**src/rtl/zip_mem_pkg.sv**
```systemverilog
// Shared definitions for the ZipCPU Wishbone memory units: op encodings,
// the single-transaction FSM state type, byte-select constants and lane payload.
package zip_mem_pkg;

  localparam logic [1:0] OP_WORD = 2'b01;
  localparam logic [1:0] OP_HALF = 2'b10;
  localparam logic [1:0] OP_BYTE = 2'b11;

  localparam logic [3:0] SEL_WORD    = 4'b1111;
  localparam logic [3:0] SEL_HALF_HI = 4'b1100;
  localparam logic [3:0] SEL_HALF_LO = 4'b0011;
  localparam logic [3:0] SEL_BYTE    = 4'b1000;

  typedef enum logic [1:0] {
    ST_IDLE   = 2'd0,
    ST_REQ    = 2'd1,
    ST_WAIT   = 2'd2,
    ST_LOCKED = 2'd3
  } mem_state_t;

  typedef struct packed {
    logic [31:0] data;
    logic [3:0]  sel;
  } wb_lane_t;

endpackage

```
**src/rtl/zip_wbmem_lanes.sv**
```systemverilog
// Big-endian byte-lane steering: positions store data/selects on the bus and
// extracts a zero-extended byte/halfword/word from returned read data.
module zip_wbmem_lanes
  import zip_mem_pkg::*;
(
  input  logic [1:0]  st_size,
  input  logic [1:0]  st_addr,
  input  logic [31:0] st_wdata,
  input  logic [1:0]  ld_size,
  input  logic [1:0]  ld_addr,
  input  logic [31:0] ld_rdata,
  output wb_lane_t    st_lane_c,
  output logic [31:0] ld_data_c
);

  // Store side: replicate narrow data across lanes, select only the target bytes
  always_comb begin
    st_lane_c.data = st_wdata;
    st_lane_c.sel  = SEL_WORD;
    case (st_size)
      OP_BYTE: begin
        st_lane_c.data = {4{st_wdata[7:0]}};
        st_lane_c.sel  = SEL_BYTE >> st_addr;
      end
      OP_HALF: begin
        st_lane_c.data = {2{st_wdata[15:0]}};
        st_lane_c.sel  = st_addr[1] ? SEL_HALF_LO : SEL_HALF_HI;
      end
      default: ;
    endcase
  end

  // Load side: byte 0 lives in the most significant lane
  always_comb begin
    ld_data_c = ld_rdata;
    case (ld_size)
      OP_BYTE: ld_data_c = {24'h0, 8'(ld_rdata >> {~ld_addr, 3'b000})};
      OP_HALF: ld_data_c = {16'h0, ld_addr[1] ? ld_rdata[15:0] : ld_rdata[31:16]};
      default: ;
    endcase
  end

endmodule

```
**src/rtl/zip_wbmem_single.sv**
```systemverilog
// Single-outstanding Wishbone memory unit for the ZipCPU: one load/store per bus cycle.
// Define ZIP_WBMEM_LOCK_EN to hold cyc across locked (atomic) request sequences.
module zip_wbmem_single
  import zip_mem_pkg::*;
#(
  parameter int unsigned ADDRESS_WIDTH     = 30,
  parameter bit          OPT_ALIGNMENT_ERR = 1'b1,
  parameter bit          OPT_ZERO_ON_IDLE  = 1'b0
) (
  input  logic                     i_clk,
  input  logic                     i_reset,
  input  logic                     i_stb,
  input  logic                     i_lock,
  input  logic [2:0]               i_op,
  input  logic [ADDRESS_WIDTH+1:0] i_addr,
  input  logic [31:0]              i_data,
  input  logic [4:0]               i_oreg,
  output logic                     o_busy,
  output logic                     o_rdbusy,
  output logic                     o_pipe_stalled,
  output logic                     o_valid,
  output logic                     o_done,
  output logic                     o_err,
  output logic [4:0]               o_wreg,
  output logic [31:0]              o_result,
  output logic                     o_wb_cyc,
  output logic                     o_wb_stb,
  output logic                     o_wb_we,
  output logic [ADDRESS_WIDTH-1:0] o_wb_addr,
  output logic [31:0]              o_wb_data,
  output logic [3:0]               o_wb_sel,
  input  logic                     i_wb_stall,
  input  logic                     i_wb_ack,
  input  logic                     i_wb_err,
  input  logic [31:0]              i_wb_data
);

  localparam int unsigned AW = ADDRESS_WIDTH;

  mem_state_t state_q, state_d;
  logic [1:0] size_q, size_d, alo_q, alo_d;
  logic       lock_q, lock_d, lock_in, misaligned;
  logic       cyc_d, stb_d, we_d, busy_d, rdbusy_d, valid_d, done_d, err_d;
  logic [4:0]    wreg_d;
  logic [31:0]   result_d, data_d, ld_data_c;
  logic [AW-1:0] addr_d;
  logic [3:0]    sel_d;
  wb_lane_t      st_lane_c;

`ifdef ZIP_WBMEM_LOCK_EN
  assign lock_in = i_lock;
`else
  logic unused_lock;
  assign lock_in     = 1'b0;
  assign unused_lock = i_lock;
`endif

  zip_wbmem_lanes u_lanes (
    .st_size  (i_op[2:1]),
    .st_addr  (i_addr[1:0]),
    .st_wdata (i_data),
    .ld_size  (size_q),
    .ld_addr  (alo_q),
    .ld_rdata (i_wb_data),
    .st_lane_c(st_lane_c),
    .ld_data_c(ld_data_c)
  );

  // Next-state and next-output logic
  always_comb begin
    state_d  = state_q;
    size_d   = size_q;
    alo_d    = alo_q;
    lock_d   = lock_q;
    we_d     = o_wb_we;
    wreg_d   = o_wreg;
    result_d = o_result;
    addr_d   = o_wb_addr;
    data_d   = o_wb_data;
    sel_d    = o_wb_sel;
    valid_d  = 1'b0;
    done_d   = 1'b0;
    err_d    = 1'b0;
    misaligned = OPT_ALIGNMENT_ERR &&
                 (((i_op[2:1] == OP_HALF) && i_addr[0]) ||
                  ((i_op[2:1] == OP_WORD) && (i_addr[1:0] != 2'b00)));

    case (state_q)
      ST_IDLE, ST_LOCKED: begin
        if (i_stb) begin
          if (misaligned) begin
            err_d   = 1'b1;
            lock_d  = 1'b0;
            state_d = ST_IDLE;
          end else begin
            state_d = ST_REQ;
            we_d    = i_op[0];
            wreg_d  = i_oreg;
            addr_d  = i_addr[AW+1:2];
            data_d  = st_lane_c.data;
            sel_d   = st_lane_c.sel;
            size_d  = i_op[2:1];
            alo_d   = i_addr[1:0];
            lock_d  = lock_in;
          end
        end else if ((state_q == ST_LOCKED) && !lock_in) begin
          state_d = ST_IDLE;
          lock_d  = 1'b0;
        end
      end
      ST_REQ, ST_WAIT: begin
        if (i_wb_err) begin
          err_d   = 1'b1;
          lock_d  = 1'b0;
          state_d = ST_IDLE;
        end else if (i_wb_ack) begin
          done_d  = 1'b1;
          valid_d = !o_wb_we;
          if (!o_wb_we)
            result_d = ld_data_c;
          lock_d  = lock_q && lock_in;
          state_d = (lock_q && lock_in) ? ST_LOCKED : ST_IDLE;
        end else if ((state_q == ST_REQ) && !i_wb_stall) begin
          state_d = ST_WAIT;
        end
      end
      default: state_d = ST_IDLE;
    endcase

    cyc_d    = (state_d != ST_IDLE);
    stb_d    = (state_d == ST_REQ);
    busy_d   = (state_d == ST_REQ) || (state_d == ST_WAIT);
    rdbusy_d = busy_d && !we_d;

    if (OPT_ZERO_ON_IDLE && !stb_d) begin
      addr_d = '0;
      data_d = '0;
      sel_d  = '0;
    end
  end

  // State and registered outputs
  always_ff @(posedge i_clk) begin
    if (i_reset) begin
      state_q   <= ST_IDLE;
      size_q    <= '0;
      alo_q     <= '0;
      lock_q    <= 1'b0;
      o_busy    <= 1'b0;
      o_rdbusy  <= 1'b0;
      o_valid   <= 1'b0;
      o_done    <= 1'b0;
      o_err     <= 1'b0;
      o_wreg    <= '0;
      o_result  <= '0;
      o_wb_cyc  <= 1'b0;
      o_wb_stb  <= 1'b0;
      o_wb_we   <= 1'b0;
      o_wb_addr <= '0;
      o_wb_data <= '0;
      o_wb_sel  <= '0;
    end else begin
      state_q   <= state_d;
      size_q    <= size_d;
      alo_q     <= alo_d;
      lock_q    <= lock_d;
      o_busy    <= busy_d;
      o_rdbusy  <= rdbusy_d;
      o_valid   <= valid_d;
      o_done    <= done_d;
      o_err     <= err_d;
      o_wreg    <= wreg_d;
      o_result  <= result_d;
      o_wb_cyc  <= cyc_d;
      o_wb_stb  <= stb_d;
      o_wb_we   <= we_d;
      o_wb_addr <= addr_d;
      o_wb_data <= data_d;
      o_wb_sel  <= sel_d;
    end
  end

  assign o_pipe_stalled = o_busy;

`ifdef FORMAL
  logic [1:0] f_outstanding;
  always_ff @(posedge i_clk) begin
    if (i_reset || !o_wb_cyc)
      f_outstanding <= '0;
    else if (o_wb_stb && !i_wb_stall && !(i_wb_ack || i_wb_err))
      f_outstanding <= f_outstanding + 2'd1;
    else if (!(o_wb_stb && !i_wb_stall) && (i_wb_ack || i_wb_err) && (f_outstanding != 2'd0))
      f_outstanding <= f_outstanding - 2'd1;
  end

  always_comb begin
    assert (f_outstanding <= 2'd1);
    assert (o_busy || !o_rdbusy);
  end
`endif

endmodule

```
**config.mk**
```make
export PLATFORM = sky130hd
export DESIGN_NAME = zip_wbmem_single
export DESIGN_NICKNAME = d
export VERILOG_FILES = /design/src/rtl/zip_mem_pkg.sv /design/src/rtl/zip_wbmem_lanes.sv /design/src/rtl/zip_wbmem_single.sv
export SDC_FILE = /design/constraint.sdc
export NUM_CORES = 1
export LEC_CHECK = 0
export CAP_MARGIN = 15
export CORE_ASPECT_RATIO = 0.6
export CORE_UTILIZATION = 43
export CTS_BUF_LIST = sky130_fd_sc_hd__clkbuf_8
export CTS_CLUSTER_DIAMETER = 120
export CTS_CLUSTER_SIZE = 40
export DETAILED_ROUTE_END_ITERATION = 7
export PLACE_DENSITY_LB_ADDON = 0.1
export SYNTH_ARGS = -nofsm -noshare
export SYNTH_HDL_FRONTEND = slang
export SYNTH_SLANG_ARGS = --single-unit
export TNS_END_PERCENT = 50
```
**constraint.sdc**
```tcl
create_clock -name i_clk -period 2.85 [get_ports i_clk]
set_clock_uncertainty 0.2 [all_clocks]
set_input_delay 0.57 -clock i_clk [delete_from_list [all_inputs] [get_ports i_clk]]
set_output_delay 0.57 -clock i_clk [all_outputs]
set_load 0.05 [all_outputs]
```
==> results.sh, run 1 <==
export IMPL_antennaDiodeCount=0
export IMPL_cts_buffers_inserted=17
export IMPL_final_max_slew_violation_count=0
export IMPL_drtPass1Iterations=4
export IMPL_layout_filler_cells=942
export IMPL_final_min_clock_period_ps=2517
export IMPL_synthDominantAreaCellType="sky130_fd_sc_hd__dfxtp_1"
export IMPL_mappedNetlistArea_um2=5017
export IMPL_grt_pass1_vias=4609
export IMPL_rsz_0062_raised_after_global_routing="false"
export IMPL_relSlewSlack_pct=62.68
export IMPL_yosys_area_top_type_share_pct=46.68
export IMPL_routabilityCongestion=0.8846
export IMPL_avgViaCountPerCell=5.087
export IMPL_multi_input_area_um2=2379
export IMPL_clk_insertion_delay_late_ps=420
export IMPL_critical_path_top_delay_family="buffers and inverters"
export IMPL_report_final_hold_viol_count=0
export IMPL_worstSetupEndpointType="output pin"
export IMPL_post_synthesis_async_set_or_reset_flop_share_pct=0
export IMPL_antenna_found_initial=0
export IMPL_first_pass_grt_wire_length_um=23780
export IMPL_crit_fanout=4
export IMPL_ys_ff_latch=117
export IMPL_final_period_utilization_pct=88.33
export IMPL_fmax_mhz=397.3
export IMPL_synthDistinctLibCells=35
export IMPL_cap_violations=0
export IMPL_hpwlAfterDp_um=11040
export IMPL_cellLeakagePower_uw=0.002883
export IMPL_die_height_um=85.67
export IMPL_grt_max_degree=66
export IMPL_startpoint_of_the_worst_setup_timing_path="o_wb_we"
export IMPL_critical_path_start_type="register"
export IMPL_timing_hold_worst_path_depth=2
export IMPL_post_synth_top_count_cell="sky130_fd_sc_hd__nand2_1"
export IMPL_crit_path_cell_trace="clkdlybuf4s50_1"
export IMPL_grt_use_total_pct=25.33
export IMPL_core_area_um2=11340
export IMPL_layout_drive_gt1_share_pct=8.222
export IMPL_clkSlewWorstSetupHoldPaths_ps=70
export IMPL_postSynth_topFlopCell="sky130_fd_sc_hd__dfxtp_1"
export IMPL_io_pins=223
export IMPL_outcome="complete, no violations"
export IMPL_maximum_number_of_buffers_from_clock_root_to_sink=2
export IMPL_cp_buffers_inverters=1
export IMPL_design_die_area_um2=12120
export IMPL_syn_inst=607
export IMPL_drc_errors=0
export IMPL_layout_nets=930
export IMPL_tritoncts="built"
export IMPL_cts_post_setup_buffers_inserted=0
export IMPL_root_buffer="sky130_fd_sc_hd__clkbuf_8"
export IMPL_start_util_pct=44.26
export IMPL_finalSetupTns_ps=0
export IMPL_power_density_nw_per_um2=567.6
export IMPL_post_layout_total_power_uw=4423
export IMPL_synth_edff_count=0
export IMPL_cp_slowest_cell="sky130_fd_sc_hd__clkdlybuf4s50_1"
export IMPL_synth_commonest_cells="sky130_fd_sc_hd__nand2_1, sky130_fd_sc_hd__dfxtp_1, sky130_fd_sc_hd__a21oi_1"
export IMPL_arrival_time_at_the_worst_endpoint_ps=1750
export IMPL_syn2layout_area_growth_pct=55.31
export IMPL_setup_violations=0
export IMPL_cts_htree_levels=4
export IMPL_globalRoute_totalOverflow=0
export IMPL_portBuffers=221
export IMPL_worst_r2r_path_depth=8
export IMPL_number_of_cells_upsized_or_downsized_after_cts=0
export IMPL_worst_r2r_endpoint="o_rdbusy"
export IMPL_tritoncts_num_sinks=117
export IMPL_synth_fp_nets=722
export IMPL_die_width_um=141.5
export IMPL_crit_reg2reg_launch="state_q[0]"
export IMPL_critical_path_class="register to output pin"
export IMPL_worst_slew_pin_transition_ps=558.0
export IMPL_synth_sequential_area_ratio_pct=46.68
export IMPL_antenna_nets_post_route=0
export IMPL_core_rowCount=30
export IMPL_holdCritStartpoint="o_wb_addr[2]"
export IMPL_vdd_drop_max_mv=0.3600
export IMPL_post_synth_cell_area_avg_um2=8.266
export IMPL_detailedRoute_firstIterationViolations=385
export IMPL_synth_top_cells_by_area="sky130_fd_sc_hd__dfxtp_1, sky130_fd_sc_hd__nand2_1, sky130_fd_sc_hd__a21oi_1, sky130_fd_sc_hd__mux2i_1, sky130_fd_sc_hd__nor2_1"
export IMPL_cp_slowest_stage_delay_ps=870
export IMPL_cts_hold_buffers=0
export IMPL_layout_core_utilization_pct=68.74
export IMPL_worst_endpoint_required_ps=2080
export IMPL_min_path_type="register to register"
export IMPL_avgRoutedWirePerCell_um=15.53
export IMPL_setup_reg_to_reg_worst_slack_ps=440
export IMPL_synth_warning_count=0
export IMPL_postRouteWirelength_um=15320
export IMPL_regArea_um2=2342
export IMPL_vias=5021
export IMPL_timing_hold_worst_endpoint="o_wb_addr[2]"
==> through the flow <==
stage	instance area (um^2)	worst slack, ps	cells	hold WS, ps
floorplan	5017	421.0	607	301.7
global placement	7397	72.50	956	238.5
detailed placement	7397	40.91	956	245.6
CTS	7792	301.9	987	255.6
global route	7792	246.8	987	269.3
finish	7792	332.7	987	253.6
==> per-layer routing <==
layer	track usage [%]	vias to the layer above	wire, um
met2	39.33	204	6805
met5	0	-	0
li1	-	2517	-
met4	7.527	0	140
met1	33.38	2284	6976
met3	8.710	16	1402
==> area by class of cell <==
class,instances,area share (%)
multi-input combinational,420,30.52
clock inverter,10,1.365
timing repair buffer,242,30.96
tap,160,2.569
sequential,117,30.06
inverter,17,0.8189
clock buffer,21,3.709
==> cell families (layout without fill, tap and decap cells) <==
group           after synthesis  count (layout)  synth area share [%]
mux                          25              25                 4.988
compound gates              146             146                 19.50
fa+ha+maj                     4               4                0.9975
flops                       117             117                 46.68
buf+inv                      70             290                 6.334
simple gates                245             245                 21.50
==> layout by cell type (no fill, tap or decap), drive strengths merged <==
| master | instances |
|---|---|
| clkdlybuf4s50 | 219 |
| nand2 | 137 |
| dfxtp | 117 |
| a21oi | 74 |
| nor2 | 47 |
| mux2i | 25 |
| buf | 23 |
| clkbuf | 21 |
| inv | 19 |
| nor3 | 16 |
| a211oi | 16 |
| nand3b | 15 |
| a22oi | 13 |
| a311oi | 12 |
| o221a | 12 |
| nand2b | 8 |
| o211ai | 8 |
| nand3 | 8 |
| nor2b | 6 |
| ha | 4 |
| clkinv | 4 |
| o21ai | 3 |
| or3 | 3 |
| o32ai | 3 |
| clkinvlp | 2 |
| bufinv | 2 |
| nor4b | 2 |
| o21ba | 1 |
| a221oi | 1 |
| and3b | 1 |
| a221o | 1 |
| or4b | 1 |
| and2 | 1 |
| a21o | 1 |
| o22ai | 1 |
==> where the power goes <==
part	internal, uW	total (uW)	switching [uW]	leakage [uW]
Combinational	441	1100	660	0.00172
Sequential	1740	1800	60.9	0.000957
Clock	856	1520	669	0.000206
==> worst max-delay path by stage <==
stage	endpoint	slack (ps)	cells after the start
5_1_grt	o_wb_we	250	1
2_1_floorplan	o_rdbusy	420	8
4_1_cts	o_wb_we	300	1
6_report	o_wb_we	330	1
3_5_place_dp	o_rdbusy	40	7
3_3_place_gp	o_rdbusy	70	7
==> state kept, by name (all words and copies together), names as in the netlist <==
name,count
o_result,32
o_wb_data,32
o_wb_addr,30
o_wreg,5
o_wb_sel,4
alo_q,2
size_q,2
state_q,2
o_busy,1
o_done,1
o_err,1
o_rdbusy,1
o_valid,1
o_wb_cyc,1
o_wb_stb,1
o_wb_we,1
Note: power is estimated with default switching activity, not from simulation.
==> run 2, diff against run 1 <==
--- a/config.mk
+++ b/config.mk
@@ -6,7 +6,6 @@
 export NUM_CORES = 1
 export LEC_CHECK = 0
 export CAP_MARGIN = 15
-export CORE_ASPECT_RATIO = 0.6
 export CORE_UTILIZATION = 43
 export CTS_BUF_LIST = sky130_fd_sc_hd__clkbuf_8
 export CTS_CLUSTER_DIAMETER = 120
==> run 2 against run 1 <==
Non-clock buffer count rose by 1. Flip-flop and latch count unchanged. Critical path type is now register to register. Sequential share of layout area up 0.16 points.
==> results.sh, run 2 (synthesis gave the netlist of run 1 again) <==
export IMPL_outcome="complete, no violations"
export IMPL_core_area_um2=11420
export IMPL_avgRoutedWirePerCell_um=14.83
export IMPL_portBuffers=221
export IMPL_cts_buffers_inserted=17
export IMPL_placement_setup_worst_slack_ps=20.61
export IMPL_io_pins=223
export IMPL_avgViaCountPerCell=5.236
export IMPL_place_inst=940
export IMPL_grt_pass1_vias=4603
export IMPL_report_final_hold_viol_count=0
export IMPL_antenna_found_initial=0
export IMPL_start_util_pct=43.94
export IMPL_cts_post_setup_buffers_inserted=0
export IMPL_postRouteWirelength_um=14390
export IMPL_critical_path_start_type="register"
export IMPL_dpl_instance_area_um2=7371
export IMPL_worst_slew_pin_transition_ps=618.0
export IMPL_clkSlewWorstSetupHoldPaths_ps=70
export IMPL_antennaDiodeCount=0
export IMPL_cellLeakagePower_uw=0.002886
export IMPL_fmax_mhz=399.0
export IMPL_p_int_uw=3007
export IMPL_final_period_utilization_pct=87.94
export IMPL_drtPass1Iterations=5
export IMPL_vdd_drop_max_mv=0.3667
export IMPL_crit_reg2reg_launch="state_q[0]"
export IMPL_grt_use_total_pct=23.69
export IMPL_die_width_um=110.0
export IMPL_worst_r2r_path_depth=8
export IMPL_setup_violations=0
export IMPL_finalInstanceArea_um2=7752
export IMPL_root_buffer="sky130_fd_sc_hd__clkbuf_8"
export IMPL_layout_drive_gt1_share_pct=8.102
export IMPL_routabilityCongestion=0.8716
export IMPL_final_max_slew_violation_count=0
export IMPL_crit_fanout=78
export IMPL_startpoint_of_the_worst_setup_timing_path="state_q[0]"
export IMPL_count_of_cell_instances_traversed_by_the_critical_path=8
export IMPL_worst_r2r_endpoint="o_wb_data[8]"
export IMPL_final_min_clock_period_ps=2506
export IMPL_first_pass_grt_wire_length_um=22180
export IMPL_timing_hold_worst_path_depth=2
export IMPL_layout_nets=931
export IMPL_antenna_nets_post_route=0
export IMPL_cts_htree_levels=4
export IMPL_sequentialPowerShare_pct=41.3
export IMPL_number_of_cells_upsized_or_downsized_after_cts=0
export IMPL_setup_ws_ps=343.7
export IMPL_maximum_number_of_buffers_from_clock_root_to_sink=2
export IMPL_tritoncts_num_sinks=117
export IMPL_layout_common_cells="sky130_fd_sc_hd__clkdlybuf4s50_1, sky130_fd_sc_hd__nand2_1, sky130_fd_sc_hd__dfxtp_1"
export IMPL_globalRoute_totalOverflow=0
export IMPL_power_density_nw_per_um2=560.3
export IMPL_design_die_area_um2=12100
export IMPL_tritoncts="built"
export IMPL_combinationalPowerShare_pct=25.2
export IMPL_detailedRoute_firstIterationViolations=295
export IMPL_setup_worst_path_end="o_wb_data[8]"
export IMPL_hpwlAfterDp_um=10250
export IMPL_relSlewSlack_pct=58.74
export IMPL_worstSetupEndpointType="register"
export IMPL_cp_slowest_cell="sky130_fd_sc_hd__ha_1"
export IMPL_drc_errors=0
export IMPL_power_clock_fraction_pct=33.5
export IMPL_min_path_type="register to register"
export IMPL_core_rowCount=39
export IMPL_layout_core_utilization_pct=67.89
export IMPL_largest_registers="o_result: 32 flops, o_wb_data: 32 flops, o_wb_addr: 30 flops"
export IMPL_rsz_0062_raised_after_global_routing="false"
export IMPL_grt_max_degree=79
export IMPL_finalSetupTns_ps=0
export IMPL_critical_path_top_delay_family="buffers and inverters"
export IMPL_switch_share_pct=30.77
export IMPL_cts_hold_buffers=0
export IMPL_cp_buffers_inverters=3
export IMPL_vias=5079
export IMPL_cp_slowest_stage_delay_ps=430
export IMPL_die_height_um=110.0
export IMPL_crit_path_cell_trace="inv_1, ha_1, nand2_1, a221oi_4, buf_4, buf_12, nor2_1, a311oi_1"
export IMPL_critical_path_class="register to register"
export IMPL_total_switching_power_uw=1337
export IMPL_syn2layout_area_growth_pct=54.51
export IMPL_setup_reg_to_reg_worst_slack_ps=340
export IMPL_cap_violations=0
export IMPL_clk_insertion_delay_late_ps=420
export IMPL_worst_endpoint_required_ps=2980
export IMPL_finish_cell_count_without_fillers=970
export IMPL_most_common_cell_after_layout_fill_and_taps_aside="sky130_fd_sc_hd__clkdlybuf4s50_1"
export IMPL_arrival_time_at_the_worst_endpoint_ps=2640
-- run 2: changes by cell type in the layout (fill, tap and decap cells not counted), sizes merged --
cell and change:
clkbuf +3, bufinv -1, buf +1, clkinvlp -2
inv +1, clkinv -2
-- run 2: worst min-delay path by stage --
stage               slack (ps)           end          from
floorplan                  300      alo_q[0]      alo_q[0]
global placement           240  o_result[24]  o_result[24]
detailed placement         250  o_result[25]  o_result[25]
CTS                        250  o_result[25]  o_result[25]
global route               270  o_result[22]  o_result[22]
finish                     250  o_result[25]  o_result[25]
-- run 2: tightest hold or removal path: stages, from the launching register on --
cell	delay (ps)
sky130_fd_sc_hd__dfxtp_1	310
sky130_fd_sc_hd__nand2_1	50
sky130_fd_sc_hd__a21oi_1	50
-- run 2: cell type report --
cell class                      count  area [um^2]
Clock buffer                       24        330.3
Fill cell                         951         3666
Sequential cell                   117         2342
Inverter                           17        63.81
Tap cell                          143        178.9
Clock inverter                      6        51.30
Timing Repair Buffer              243         2407
Multi-Input combinational cell    420         2379
-- run 2: power groups by stage --
stage	sequential [uW]	combinational, uW	clock [uW]
floorplan	2150	328	0
global placement	1820	1080	0
detailed placement	1830	1090	0
CTS	1790	1100	1490
global route	1810	1170	1550
finish	1790	1090	1460
-- run 2: through the flow --
step	hold slack (ps)	power, uW
6_report	253.8	4343
5_1_grt	270.0	4525
4_1_cts	252.8	4380
3_5_place_dp	245.4	2922
3_3_place_gp	240.7	2904
2_1_floorplan	301.7	2477
-- run 2: per-layer routing --
| layer | global-route usage [%] | share of wire [%] | vias up |
|---|---|---|---|
| li1 | - | - | 2517 |
| met4 | 9.429 | 1.6 | 0 |
| met1 | 30.86 | 44 | 2368 |
| met2 | 36.61 | 47 | 177 |
| met3 | 7.055 | 7.4 | 17 |
| met5 | 0 | 0 | - |
==> run 3, diff against run 2 <==
--- a/config.mk
+++ b/config.mk
@@ -6,11 +6,13 @@
 export NUM_CORES = 1
 export LEC_CHECK = 0
 export CAP_MARGIN = 15
-export CORE_UTILIZATION = 43
+export CORE_MARGIN = 8
+export CORE_UTILIZATION = 60
 export CTS_BUF_LIST = sky130_fd_sc_hd__clkbuf_8
 export CTS_CLUSTER_DIAMETER = 120
 export CTS_CLUSTER_SIZE = 40
 export DETAILED_ROUTE_END_ITERATION = 7
+export DONT_BUFFER_PORTS = 1
 export PLACE_DENSITY_LB_ADDON = 0.1
 export SYNTH_ARGS = -nofsm -noshare
 export SYNTH_HDL_FRONTEND = slang
==> run 3 against run 2 <==
Worst setup slack worse by 23 ps. Clock power increased by 4%. Critical path depth is the same. Sequential power is 20% higher. Register-to-register slack got worse by 20 ps. Die area is 4.6% lower. First-iteration DRC count shrank 5.8%. Non-clock buffer count down 235. Largest power group unchanged.
==> results.sh, run 3 (synthesis gave the netlist of run 1 again) <==
export IMPL_outcome="complete, no violations"
export IMPL_syn2layout_area_growth_pct=7.656
export IMPL_critical_path_start_type="register"
export IMPL_layout_nets=696
export IMPL_arrival_time_at_the_worst_endpoint_ps=2630
export IMPL_final_max_slew_violation_count=0
export IMPL_power_density_nw_per_um2=741.1
export IMPL_clk_insertion_delay_late_ps=410
export IMPL_first_pass_grt_wire_length_um=21090
export IMPL_vdd_drop_max_mv=0.4720
export IMPL_vias=4187
export IMPL_grt_max_degree=117
export IMPL_report_final_hold_viol_count=0
export IMPL_final_period_utilization_pct=88.76
export IMPL_cap_violations=0
export IMPL_place_inst=666
export IMPL_min_path_type="input pin to register"
export IMPL_core_rowCount=33
export IMPL_antennaDiodeCount=0
export IMPL_finalInstanceArea_um2=5401
export IMPL_avgViaCountPerCell=5.999
export IMPL_layout_drive_gt1_share_pct=8.938
export IMPL_finalSetupTns_ps=0
export IMPL_postRouteWirelength_um=13860
export IMPL_start_util_pct=61.37
export IMPL_worstSetupEndpointType="register"
export IMPL_dpl_instance_area_um2=4994
export IMPL_root_buffer="sky130_fd_sc_hd__clkbuf_8"
export IMPL_clkSlewWorstSetupHoldPaths_ps=70
export IMPL_largest_registers="o_result: 32 flops, o_wb_data: 32 flops, o_wb_addr: 30 flops"
export IMPL_critical_path_class="register to register"
export IMPL_crit_fanout=8
export IMPL_detailedRoute_firstIterationViolations=278
export IMPL_die_height_um=107.4
export IMPL_cellLeakagePower_uw=0.001988
export IMPL_worst_endpoint_required_ps=2950
export IMPL_drtPass1Iterations=7
export IMPL_routabilityCongestion=0.8044
export IMPL_rsz_0062_raised_after_global_routing="false"
export IMPL_tritoncts_num_sinks=117
export IMPL_avgRoutedWirePerCell_um=19.86
export IMPL_relSlewSlack_pct=42.27
export IMPL_worst_slew_pin_transition_ps=864.2
export IMPL_fmax_mhz=395.3
export IMPL_most_common_cell_after_layout_fill_and_taps_aside="sky130_fd_sc_hd__nand2_1"
export IMPL_setup_reg_to_reg_worst_slack_ps=320
export IMPL_cts_post_setup_buffers_inserted=0
export IMPL_grt_pass1_vias=4023
export IMPL_cts_buffers_inserted=17
export IMPL_drc_errors=0
export IMPL_portBuffers=0
export IMPL_antenna_nets_post_route=0
export IMPL_cts_htree_levels=4
export IMPL_final_min_clock_period_ps=2530
export IMPL_design_die_area_um2=11540
export IMPL_tritoncts="built"
export IMPL_antenna_found_initial=0
export IMPL_die_width_um=107.4
export IMPL_globalRoute_totalOverflow=0
export IMPL_finish_cell_count_without_fillers=698
export IMPL_layout_common_cells="sky130_fd_sc_hd__nand2_1, sky130_fd_sc_hd__dfxtp_1, sky130_fd_sc_hd__a21oi_1"
export IMPL_maximum_number_of_buffers_from_clock_root_to_sink=2
export IMPL_setup_violations=0
export IMPL_core_area_um2=8175
export IMPL_io_pins=223
export IMPL_number_of_cells_upsized_or_downsized_after_cts=0
export IMPL_hpwlAfterDp_um=9908
export IMPL_grt_use_total_pct=22.76
[run 3: changes by cell type in the layout (fill, tap and decap cells not counted)]
cell and change:
sky130_fd_sc_hd__buf_4 -15, sky130_fd_sc_hd__bufinv_16 +2, sky130_fd_sc_hd__clkinv_4 +4, sky130_fd_sc_hd__clkinv_2 +2, sky130_fd_sc_hd__clkdlybuf4s50_1 -219, sky130_fd_sc_hd__clkinvlp_4 +2
sky130_fd_sc_hd__clkbuf_8 -7, sky130_fd_sc_hd__inv_1 -2, sky130_fd_sc_hd__buf_12 -1, sky130_fd_sc_hd__buf_2 -1, sky130_fd_sc_hd__dlygate4sd3_1 +1
[run 3: where the power goes]
part / internal [uW] / switching (uW) / total, uW / leakage [uW]
sequential: 1740 / 403 / 2140 / 0.000957
clock: 854 / 666 / 1520 / 0.000202
combinational: 146 / 198 / 344 / 0.000829
[run 3: worst paths after layout]
path | cells after the start | from | endpoint
setup reg to reg | 8 | state_q[0] | o_rdbusy
hold / removal | 1 | i_wb_err | o_done
setup / recovery | 8 | state_q[0] | o_rdbusy
hold reg to reg | 2 | alo_q[0] | alo_q[0]
[run 3: layout make-up]
cell class	count	area [um^2]
clock buffer	17	234.0
clock inverter	14	163.9
tap	105	131.4
fill	743	2774
sequential	117	2342
multi-input combinational	420	2379
inverter	17	63.81
timing repair buffer	8	87.58
[run 3: timing repair]
| action | 4_1_cts | 5_1_grt |
|---|---|---|
| setup endpoints to repair | 0 | 0 |
| endpoints found under the hold margin | 0 | 3 |
| hold buffers | 0 | 1 |
[run 3: per-layer routing]
layer  share of wire [%]  GRT usage, %  up-vias
met1                  36         26.17     1916
li1                    -             -     2045
met2                  49         36.50      211
met4                 1.1         7.631        0
met5                   0             0        -
met3                  14         10.66       15
[run 3: critical path: stages (launching register included)]
cell and delay (ps):
sky130_fd_sc_hd__dfxtp_1 360, sky130_fd_sc_hd__inv_1 60, sky130_fd_sc_hd__ha_1 400, sky130_fd_sc_hd__nand2_1 280, sky130_fd_sc_hd__a221oi_4 80, sky130_fd_sc_hd__a311oi_1 460
sky130_fd_sc_hd__ha_1 310, sky130_fd_sc_hd__nor2b_1 130, sky130_fd_sc_hd__and2_1 130
[run 3: per-stage QoR]
stage	hold WS [ps]	worst slack [ps]	util, %	total power (uW)
after floorplan	301.7	421.0	-	2477
after global placement	318.9	422.0	61.08	2508
after detailed placement	337.1	355.0	61.08	2522
after CTS	3.377	306.2	65.95	4036
after global routing	1.310	168.6	66.07	4159
final	34.25	320.4	66.07	4003
